**src/rtl/playback_sequencer_pkg.sv**
```systemverilog
// rtl/playback_sequencer_pkg.sv - shared state encoding, mode codes and speed limits
package playback_sequencer_pkg;

    typedef enum logic [1:0] {
        ST_IDLE  = 2'b00,
        ST_PLAY  = 2'b01,
        ST_PAUSE = 2'b10,
        ST_DONE  = 2'b11
    } state_t;

    localparam logic [1:0] MODE_ONCE = 2'b00;
    localparam logic [1:0] MODE_LOOP = 2'b01;
    localparam logic [1:0] MODE_AB   = 2'b10;

    localparam logic [2:0] SPEED_MAX = 3'd4;
    localparam logic [2:0] SPEED_DEF = 3'd2;

endpackage

```
**src/rtl/playback_sequencer_if.sv**
```systemverilog
// rtl/playback_sequencer_if.sv - control pulses in, playback status out
interface playback_sequencer_if #(
    parameter int BEAT_W = 12
);
    logic              play_toggle;
    logic              restart;
    logic              speed_up;
    logic              speed_down;
    logic [1:0]        mode;
    logic              set_a;
    logic              set_b;
    logic [BEAT_W-1:0] ibeat;
    logic              beat_tick;
    logic              playing;
    logic [2:0]        speed;
    logic              done;

    modport master (
        output play_toggle, restart, speed_up, speed_down, mode, set_a, set_b,
        input  ibeat, beat_tick, playing, speed, done
    );

    modport slave (
        input  play_toggle, restart, speed_up, speed_down, mode, set_a, set_b,
        output ibeat, beat_tick, playing, speed, done
    );

endinterface

```
**src/rtl/playback_sequencer_tempo_tick.sv**
```systemverilog
// rtl/playback_sequencer_tempo_tick.sv - programmable beat divider with hold and clear
module tempo_tick #(
    parameter int DIV_W = 27
) (
    input  logic             clk,
    input  logic             rst,
    input  logic             en,
    input  logic             clr,
    input  logic [DIV_W-1:0] period,
    output logic             tick
);

    logic [DIV_W-1:0] count_q;

    assign tick = en && (count_q == period - DIV_W'(1));

    // Count holds whenever en is low, so a pause resumes from the same phase.
    always_ff @(posedge clk or negedge rst) begin
        if (!rst) begin
            count_q <= '0;
        end else if (clr || tick) begin
            count_q <= '0;
        end else if (en) begin
            count_q <= count_q + DIV_W'(1);
        end
    end

endmodule

```
**src/rtl/playback_sequencer.sv**
```systemverilog
// rtl/playback_sequencer.sv - beat sequencer with play/pause, tempo levels and once/loop/A-B modes
module playback_sequencer
    import playback_sequencer_pkg::*;
#(
    parameter int LEN      = 64,
    parameter int BEAT_W   = 12,
    parameter int BASE_DIV = 12_500_000,
    parameter int DIV_W    = 27
) (
    input logic                 clk,
    input logic                 rst,
    playback_sequencer_if.slave bus
);

    localparam logic [BEAT_W-1:0] LAST_BEAT   = BEAT_W'(LEN - 1);
    localparam logic [DIV_W-1:0]  FULL_PERIOD = DIV_W'(4 * BASE_DIV);

    state_t            state_q, state_d;
    logic [BEAT_W-1:0] ibeat_q, ibeat_d;
    logic [BEAT_W-1:0] a_q, a_d, b_q, b_d;
    logic [2:0]        speed_q, speed_d;
    logic              beat_tick_q, beat_tick_d;
    logic              done_q, done_d;
    logic              playing_q;
    logic              cnt_clr;
    logic              tick_raw;
    logic              at_end;
    logic [BEAT_W-1:0] adv;
    logic [DIV_W-1:0]  period;

    assign period = FULL_PERIOD >> speed_q;

    tempo_tick #(
        .DIV_W (DIV_W)
    ) u_tempo_tick (
        .clk    (clk),
        .rst    (rst),
        .en     (state_q == ST_PLAY),
        .clr    (cnt_clr),
        .period (period),
        .tick   (tick_raw)
    );

    always_comb begin
        state_d     = state_q;
        ibeat_d     = ibeat_q;
        speed_d     = speed_q;
        a_d         = a_q;
        b_d         = b_q;
        beat_tick_d = 1'b0;
        done_d      = 1'b0;
        cnt_clr     = 1'b0;
        at_end      = (ibeat_q == LAST_BEAT);
        adv         = at_end ? '0 : ibeat_q + BEAT_W'(1);

        // A degenerate A-B window (A >= B) falls through to plain looping.
        if (bus.mode == MODE_AB && a_q < b_q && (ibeat_q == b_q || at_end)) begin
            adv = a_q;
        end

        if (bus.restart) begin
            ibeat_d = '0;
            cnt_clr = 1'b1;
            if (state_q == ST_DONE) begin
                state_d = ST_IDLE;
            end
        end else if (tick_raw) begin
            beat_tick_d = 1'b1;
            if (bus.mode == MODE_ONCE && at_end) begin
                state_d = ST_DONE;
                done_d  = 1'b1;
            end else begin
                ibeat_d = adv;
            end
        end else if (bus.play_toggle) begin
            unique case (state_q)
                ST_IDLE:  state_d = ST_PLAY;
                ST_PLAY:  state_d = ST_PAUSE;
                ST_PAUSE: state_d = ST_PLAY;
                ST_DONE: begin
                    state_d = ST_PLAY;
                    ibeat_d = '0;
                    cnt_clr = 1'b1;
                end
                default:  state_d = ST_IDLE;
            endcase
        end

        if (bus.speed_up && !bus.speed_down && speed_q != SPEED_MAX) begin
            speed_d = speed_q + 3'd1;
            cnt_clr = 1'b1;
        end else if (bus.speed_down && !bus.speed_up && speed_q != 3'd0) begin
            speed_d = speed_q - 3'd1;
            cnt_clr = 1'b1;
        end

        if (bus.set_a) a_d = ibeat_q;
        if (bus.set_b) b_d = ibeat_q;
    end

    always_ff @(posedge clk or negedge rst) begin
        if (!rst) begin
            state_q     <= ST_IDLE;
            ibeat_q     <= '0;
            speed_q     <= SPEED_DEF;
            a_q         <= '0;
            b_q         <= LAST_BEAT;
            beat_tick_q <= 1'b0;
            done_q      <= 1'b0;
            playing_q   <= 1'b0;
        end else begin
            state_q     <= state_d;
            ibeat_q     <= ibeat_d;
            speed_q     <= speed_d;
            a_q         <= a_d;
            b_q         <= b_d;
            beat_tick_q <= beat_tick_d;
            done_q      <= done_d;
            playing_q   <= (state_d == ST_PLAY);
        end
    end

    assign bus.ibeat     = ibeat_q;
    assign bus.beat_tick = beat_tick_q;
    assign bus.playing   = playing_q;
    assign bus.speed     = speed_q;
    assign bus.done      = done_q;

endmodule

```
**src/flat_wrapper.sv**
```systemverilog
// flat-port wrapper written by rule: the top's interface ports become plain ports
module playback_sequencer_flat import playback_sequencer_pkg::*;
#(
    parameter int LEN      = 64,
    parameter int BEAT_W   = 12,
    parameter int BASE_DIV = 12_500_000,
    parameter int DIV_W    = 27
)
  (clk, rst, bus_play_toggle, bus_restart, bus_speed_up, bus_speed_down, bus_mode, bus_set_a, bus_set_b, bus_ibeat, bus_beat_tick, bus_playing, bus_speed, bus_done);
  playback_sequencer_if #(.BEAT_W(BEAT_W)) bus_i ();
  input logic clk;
  input logic rst;
  input wire logic [$bits(bus_i.play_toggle)-1:0] bus_play_toggle;
  input wire logic [$bits(bus_i.restart)-1:0] bus_restart;
  input wire logic [$bits(bus_i.speed_up)-1:0] bus_speed_up;
  input wire logic [$bits(bus_i.speed_down)-1:0] bus_speed_down;
  input wire logic [$bits(bus_i.mode)-1:0] bus_mode;
  input wire logic [$bits(bus_i.set_a)-1:0] bus_set_a;
  input wire logic [$bits(bus_i.set_b)-1:0] bus_set_b;
  output wire logic [$bits(bus_i.ibeat)-1:0] bus_ibeat;
  output wire logic [$bits(bus_i.beat_tick)-1:0] bus_beat_tick;
  output wire logic [$bits(bus_i.playing)-1:0] bus_playing;
  output wire logic [$bits(bus_i.speed)-1:0] bus_speed;
  output wire logic [$bits(bus_i.done)-1:0] bus_done;
  assign bus_i.play_toggle = bus_play_toggle;
  assign bus_i.restart = bus_restart;
  assign bus_i.speed_up = bus_speed_up;
  assign bus_i.speed_down = bus_speed_down;
  assign bus_i.mode = bus_mode;
  assign bus_i.set_a = bus_set_a;
  assign bus_i.set_b = bus_set_b;
  assign bus_ibeat = bus_i.ibeat;
  assign bus_beat_tick = bus_i.beat_tick;
  assign bus_playing = bus_i.playing;
  assign bus_speed = bus_i.speed;
  assign bus_done = bus_i.done;
  playback_sequencer #(.LEN(LEN), .BEAT_W(BEAT_W), .BASE_DIV(BASE_DIV), .DIV_W(DIV_W)) u_core (.clk(clk), .rst(rst), .bus(bus_i));
endmodule
```
**config.mk**
```make
export PLATFORM = sky130hd
export DESIGN_NAME = playback_sequencer_flat
export DESIGN_NICKNAME = d
export VERILOG_FILES = /design/src/rtl/playback_sequencer_pkg.sv /design/src/rtl/playback_sequencer_if.sv /design/src/rtl/playback_sequencer_tempo_tick.sv /design/src/rtl/playback_sequencer.sv /design/src/flat_wrapper.sv
export SDC_FILE = /design/constraint.sdc
export NUM_CORES = 1
export LEC_CHECK = 0
export CORE_MARGIN = 2
export CORE_UTILIZATION = 30
export CTS_CLUSTER_DIAMETER = 50
export DETAILED_ROUTE_END_ITERATION = 6
export DONT_BUFFER_PORTS = 1
export PLACE_DENSITY = 0.53
export SLEW_MARGIN = 10
export SYNTH_ARGS = -nofsm -noshare
export SYNTH_HDL_FRONTEND = slang
export SYNTH_HIERARCHICAL = 1
export SYNTH_SLANG_ARGS = --single-unit
```
**constraint.sdc**
```tcl
create_clock -name clk -period 5 [get_ports clk]
set_input_delay 1.25 -clock clk [delete_from_list [all_inputs] [get_ports clk]]
set_output_delay 1.25 -clock clk [all_outputs]
set_load 0.05 [all_outputs]
```
==> results of run 1 <==
-- state kept, by name, indices dropped and copies added, names as in the netlist --
signal	flops
u_core/b_q	12
u_core/bus.playing	1
u_core/a_q	12
u_core/state_q	2
u_core/bus.beat_tick	1
u_core/bus.speed	3
u_core/bus.ibeat	12
u_core/bus.done	1
u_core/u_tempo_tick/count_q	27
-- timing repair --
| action | 4_1_cts | 5_1_grt |
|---|---|---|
| setup endpoints to repair | 2 | 39 |
| resized for setup | 1 | 3 |
| pin swaps | 0 | 0 |
-- through the flow --
stage	std cells	instance area, sq um	setup slack, ns	power (mW)
6_report	829	5892	0.3343	2.434
2_1_floorplan	600	5404	0.3637	1.519
4_1_cts	829	5876	0.1792	2.442
5_1_grt	829	5892	0.03801	2.613
3_3_place_gp	813	5572	0.06281	1.750
3_5_place_dp	813	5572	0.008533	1.766
-- power by group through the flow --
stage / registers (mW) / clock network (mW) / logic [mW]
2_1_floorplan: 0.680 / 0 / 0.839
3_3_place_gp: 0.664 / 0 / 1.09
3_5_place_dp: 0.666 / 0 / 1.10
4_1_cts: 0.656 / 0.677 / 1.11
5_1_grt: 0.663 / 0.708 / 1.24
6_report: 0.655 / 0.659 / 1.12
-- logic make-up (layout without fill, tap and decap cells) --
group                    after synthesis  count (layout)  share of synthesized area
AND/OR/NAND/NOR                      265             265                     0.2771
AO/OA/AOI/OAI                         89              89                     0.1181
XOR/XNOR                              83              83                     0.1359
flip-flops                            71              71                     0.3304
buffers and inverters                 57              57                    0.06298
multiplexers                          19              19                    0.03867
adder cells (fa/ha/maj)               15              15                    0.03612
other                                  1               1                  0.0006939
-- worst max-delay path: cells and delay by family (launching register included) --
kind	cells	cell delay (ns)
AOI/OAI and AO/OA	5	0.78
and+or+nand+nor	8	2.45
xor gates and xnor gates	1	0.14
DFF	1	0.64
buffers and inverters	3	0.58
-- cell type report --
type,count,area [sq um],area share
clock buffer,10,229.0,0.03886
clock inverter,6,68.82,0.01168
inverter,23,86.33,0.01465
sequential,71,1785,0.3030
tap,229,286.5,0.04863
timing repair buffer,18,135.1,0.02293
multi-input combinational,472,3301,0.5602
-- worst max-delay path by stage --
stage	startpoint	to	slack, ns	cells past startpoint
floorplan	u_core/bus.speed[1]$_DFFE_PN1P_	u_core/bus.ibeat[0]$_DFFE_PN0P_	0.36	18
global placement	u_core/bus.speed[0]$_DFFE_PN0P_	u_core/bus.ibeat[5]$_DFFE_PN0P_	0.06	16
detailed placement	u_core/bus.speed[1]$_DFFE_PN1P_	u_core/bus.ibeat[8]$_DFFE_PN0P_	0.009	16
CTS	u_core/bus.speed[1]$_DFFE_PN1P_	u_core/bus.ibeat[8]$_DFFE_PN0P_	0.18	16
global route	u_core/bus.speed[0]$_DFFE_PN0P_	u_core/u_tempo_tick/count_q[10]$_DFFE_PN0P_	0.04	17
finish	u_core/bus.speed[1]$_DFFE_PN1P_	u_core/u_tempo_tick/count_q[11]$_DFFE_PN0P_	0.33	17
-- routing by layer --
layer  track usage  part of all wire  routed length [microns]
met3       0.03187             0.037                      481
met2        0.2348              0.47                     6087
met5             0                 0                        0
met4       0.05156             0.026                      340
met1        0.1745              0.46                     5975
-- cells in the final DEF, fill, tap and decap left out, types with 8 or more instances in the layout --
master     count
a21oi_1        9
ha_1          14
nand2b_1       8
o21ai_0       30
o211ai_1      12
clkbuf_16      9
nand3_1       20
and3_1        17
xor2_1        42
nor3_1         8
nor2_2        20
and2_1         8
inv_1         22
mux2_2        14
nor2_1        48
buf_4         18
nand2_1       60
nand4_1       16
xnor2_1       40
dfrtp_1       64
==> metrics.cfg, run 1 <==
[setup_path]
slowest_stage=dfstp_2
critPathLaunchType=flop
crit_chain=xnor2_1 -> or2_2 -> buf_4 -> or3_4 -> nand3b_4 -> or2_4 -> o21ai_1 -> o21ai_0 -> or4_1 -> nor4_4 -> nor2b_1 -> a31oi_1 -> o211ai_1 -> inv_1 -> o41ai_4 -> buf_4 -> nor2_1
reg2reg_depth=17
regToRegEndpoint=u_core/u_tempo_tick/count_q[11]$_DFFE_PN0P_
arrival_ns=4.93
criticalPathCategory=flop to flop
critPathCaptureType=flop
rr_startpoint=u_core/bus.speed[1]$_DFFE_PN1P_
max_stage_delay_ns=0.64
crit_required_ns=5.26
r2r_slack_ns=0.33
worstPathMaxFanout=27
cp_common_cell=buf_4

[logic_synthesis]
synth_top_cell_by_area=dfrtp_1
syn-cell-area_sq_um=5404
synth_seq_cells=71
yosys_warnings=6
yosysMostFrequentCell=dfrtp_1
yosys_most_used_dff=dfrtp_1
syn_inst=600
syn_area_per_cell_sq_um=9.007
synth_seq_area_share=0.3304
synth-edff-count=0
syn_nets=625
synthArstFlopShare=1.000
netlist.area_leader.share=0.2964
synth_commonest_cells=64 x dfrtp_1, 60 x nand2_1, 48 x nor2_1
ys_types=77
synth_area_leaders=dfrtp_1 30%, xor2_1 6.8%, xnor2_1 6.5%, nand2_1 4.2%, dfstp_2 3.4%

[worst_hold_path]
worstHoldPathType=flop to flop
whs_endpoint=u_core/b_q[3]$_DFFE_PN1P_
hold_depth=2
hold_path.startpoint=u_core/b_q[3]$_DFFE_PN1P_

[timing]
hold-worst-slack_ns=0.5226
clock_skew_ns=0.01059
setup_violations=0
max_slew_margin=0.4539
rsz0062_at_grt=false
drv_slew=0
tightest_slew_ns=0.8191
finalCriticalPeriod_ns=4.666
tns_ns=0
fmax_ghz=0.2143
final.period_utilization=0.9331
finalHoldViolations=0

[placement]
numPortBuffers=0
gp_congestion=0.8830
place.detailed.hpwl_mm=9.499

[cts]
hold_buffers=0
cts_tree=done
path_clk_slew_ns=0.06
cts_setup_buffers=0
cts_root_buf=clkbuf_16
cts_buffer_depth=2
clk_latency_ns=0.34
h-tree-depth=3
cts.sinks=71
cts_buffers=9

[pwr]
intPower_mw=1.424
cellPowerDensity_nw_per_um2=413.1
power_switching_mw=1.010
power_frac_comb=0.460
peakVddDrop_v=0.0002870
seqPwrFrac=0.269
leakagePower_nw=2.470
swShare=0.4148
clockPowerShare=0.271

[floorplan]
fp.dieH_microns=138.2
num_io_pins=28
initial_core_util=0.3029
die_x_microns=138.2
core_sq_um=17840
dieArea_sq_um=19100
num_rows=49

[grt]
grt_usage=0.1392
grt_pass1_vias=4198
grt_overflow=0
grt_max_degree=72
grt_pass1_wl_mm=21.52
antenna_found_initial=0

[flow_run]
cap_viol_max_count=0

[route]
dr.pass1.iters=4
vias_per_cell=5.069
drc=0
drt_iter0_drc=284
vias=4202
wire_per_inst_microns=15.54
ant_nets=0
drt_wl_total_mm=12.89

[cells_and_area]
nFillCells=1831
diodes=0
final_nets=620
final_core_util=0.3302
drive_gt1_frac=0.1833
area_delta_synth_final_pct=9.030

[status]
status=finished clean

(Power assumes the default switching activity.)
==> inputs of run 2 (changes only) <==
GPL_TIMING_DRIVEN = 0   (was not set)
==> metrics.cfg, run 2 (synthesized netlist as in run 1, its figures left out) <==
[setup_path]
max_stage_delay_ns=0.73  ; +0.09 ns
crit_buf_inv=5  ; +2
regToRegEndpoint=u_core/bus.ibeat[0]$_DFFE_PN0P_
reg2reg_depth=19  ; +2
critPathLaunchType=flop
worstPathMaxFanout=10  ; -63%
criticalPathCategory=flop to flop
slowest_stage=dfstp_4
rr_startpoint=u_core/bus.speed[1]$_DFFE_PN1P_
critPathCaptureType=flop
r2r_slack_ns=0.16  ; -0.18 ns
arrival_ns=5.13  ; +0.20 ns
path_delay_family=simple AND/OR/NAND/NOR gates
crit_required_ns=5.29  ; +0.03 ns
crit_chain=buf_6 -> xnor2_1 -> or2_2 -> buf_6 -> or3_4 -> buf_6 -> nand3b_4 -> or2_4 -> o21ai_2 -> o21ai_1 -> or4_4 -> nor4_4 -> buf_4 -> nand2_2 -> or4_4 -> nand2_4 -> buf_12 -> nand2_2 -> nand3_2
cp_common_cell=buf_6

[cts]
cts_root_buf=clkbuf_16
h-tree-depth=3  ; unchanged
clk_latency_ns=0.34  ; about the same
cts.sinks=71  ; unchanged
path_clk_slew_ns=0.06  ; about the same
cts_buffer_depth=2  ; unchanged
cts_buffers=9  ; unchanged
cts_tree=done
hold_buffers=0  ; unchanged

[timing]
clock_skew_ns=0.006332  ; -0.004258 ns
fmax_ghz=0.2065  ; -3.6%
tightest_slew_ns=0.7659  ; -0.05326 ns
finalCriticalPeriod_ns=4.842  ; +0.1761 ns
drv_slew=0  ; unchanged
worst_slack_ns=0.1581  ; -0.1761 ns
max_slew_margin=0.4894  ; +0.03550
hold-worst-slack_ns=0.5169  ; -0.005754 ns
finalHoldViolations=0  ; unchanged
final.period_utilization=0.9684  ; +0.03523
setup_violations=0  ; unchanged

[route]
dr.pass1.iters=4  ; unchanged
ant_nets=0  ; unchanged
drt_wl_total_mm=13.54  ; +5.0%
vias=4253  ; +1.2%
wire_per_inst_microns=15.87  ; +2.1%
drc=0  ; unchanged
vias_per_cell=4.986  ; -1.6%
drt_iter0_drc=238  ; -16%

[pwr]
intPower_mw=1.384  ; -2.8%
power_switching_mw=1.045  ; +3.5%
peakVddDrop_v=0.0002893  ; +0.79%
clockPowerShare=0.255  ; -0.016
seqPwrFrac=0.283  ; +0.014
leakagePower_nw=2.571  ; +4.1%
power_frac_comb=0.462  ; +0.002
swShare=0.4302  ; +0.01544
cellPowerDensity_nw_per_um2=397.0  ; -3.9%

[grt]
grt_usage=0.1443  ; +0.005103
antenna_found_initial=0  ; unchanged
grt_overflow=0  ; unchanged
grt_pass1_vias=4244  ; +1.1%
grt_max_degree=72  ; unchanged
grt_pass1_wl_mm=22.25  ; +3.4%

[floorplan]
num_rows=49  ; unchanged
initial_core_util=0.3029  ; unchanged
fp.dieH_microns=138.2  ; unchanged
dieArea_sq_um=19100  ; unchanged
core_sq_um=17840  ; unchanged
die_x_microns=138.2  ; unchanged
num_io_pins=28  ; unchanged

[cells_and_area]
largest_reg_flops=27  ; unchanged
final_cell_mix=62 x dfrtp_1, 58 x nand2_1, 46 x nor2_1, 42 x xor2_1, 40 x xnor2_1
drive_gt1_frac=0.2244  ; +0.04103
layoutNonFillerInstCount=853  ; +2.9%
area_delta_synth_final_pct=13.22
postLayoutCellArea_sq_um=6118  ; +3.8%
regMostFlops=u_core/u_tempo_tick/count_q
final_common_cell=dfrtp_1
final_nets=644  ; +3.9%
diodes=0  ; unchanged
final_core_util=0.3429  ; +0.01269

[worst_hold_path]
hold_depth=2  ; unchanged
hold_path.startpoint=u_core/b_q[2]$_DFFE_PN1P_
worstHoldPathType=flop to flop
whs_endpoint=u_core/b_q[2]$_DFFE_PN1P_

[placement]
numPortBuffers=0  ; unchanged
placed_cells=829  ; +2.0%
place.detailed.hpwl_mm=9.842  ; +3.6%
dp_slack_ns=-0.8312  ; -0.8397 ns
place_area_sq_um=5690  ; +2.1%
gp_congestion=0.8284  ; -6.2%

[flow_run]
cap_viol_max_count=0  ; unchanged

[status]
status=finished clean

## run 2: cell count changes in the layout (fill, tap and decap cells not counted), sizes merged
cell | before | now
clkbuf | 10 | 20
clkinvlp | 1 | 3
bufinv | 1 | 0
buf | 18 | 31
clkinv | 3 | 2
inv | 24 | 25
## run 2: power groups by stage
stage | Combinational, mW | Clock, mW | Sequential (mW)
floorplan | 0.839 | 0 | 0.680
finish | 1.12 | 0.619 | 0.688
global route | 1.23 | 0.668 | 0.692
global placement | 1.01 | 0 | 0.689
detailed placement | 1.03 | 0 | 0.691
CTS | 1.06 | 0.641 | 0.685
## run 2: layout make-up
class | instances | area, sq um
clock buffer | 9 | 225.2
sequential | 71 | 1792
clock inverter | 7 | 56.30
buffer | 34 | 266.5
timing repair buffer | 8 | 60.06
fill | 1825 | 11720
tap | 229 | 286.5
multi-input combinational | 472 | 3341
inverter | 23 | 91.34
## run 2: through the flow
stage / TNS [ns] / total power [mW]
2_1_floorplan: 0 / 1.519
3_3_place_gp: -27.88 / 1.698
3_5_place_dp: -27.72 / 1.721
4_1_cts: 0 / 2.382
5_1_grt: -0.003586 / 2.590
6_report: 0 / 2.429
## run 2: worst register-to-register path: cells and delay by family, from the launching register on
kind	cells	cell delay, ns
flops	1	0.73
buf+inv	5	0.77
compound gates	2	0.28
simple gates	11	2.90
xor+xnor	1	0.11
## run 2: what timing repair did
item | CTS | global route
buffers inserted | 2 | 6
endpoints found under the setup margin | 44 | 42
pin swaps | 1 | 4
resized for setup | 15 | 16
## run 2: worst max-delay path by stage
stage	startpoint	end	slack [ns]	cells after the start
2_1_floorplan	u_core/bus.speed[1]$_DFFE_PN1P_	u_core/bus.ibeat[0]$_DFFE_PN0P_	0.36	18
3_3_place_gp	u_core/bus.speed[1]$_DFFE_PN1P_	u_core/bus.ibeat[9]$_DFFE_PN0P_	-0.78	18
3_5_place_dp	u_core/bus.speed[1]$_DFFE_PN1P_	u_core/bus.ibeat[9]$_DFFE_PN0P_	-0.83	18
4_1_cts	u_core/bus.speed[1]$_DFFE_PN1P_	u_core/bus.ibeat[0]$_DFFE_PN0P_	0.001	19
5_1_grt	u_core/bus.speed[1]$_DFFE_PN1P_	u_core/bus.ibeat[8]$_DFFE_PN0P_	-0.004	18
6_report	u_core/bus.speed[1]$_DFFE_PN1P_	u_core/bus.ibeat[0]$_DFFE_PN0P_	0.16	19
## run 2: layer usage
metal / track usage / vias up / routed length [microns]
met5: 0 / - / 0
met3: 0.03810 / 2 / 464
li1: - / 2114 / -
met2: 0.2478 / 52 / 6785
met4: 0.03061 / 0 / 48
met1: 0.1832 / 2085 / 6236
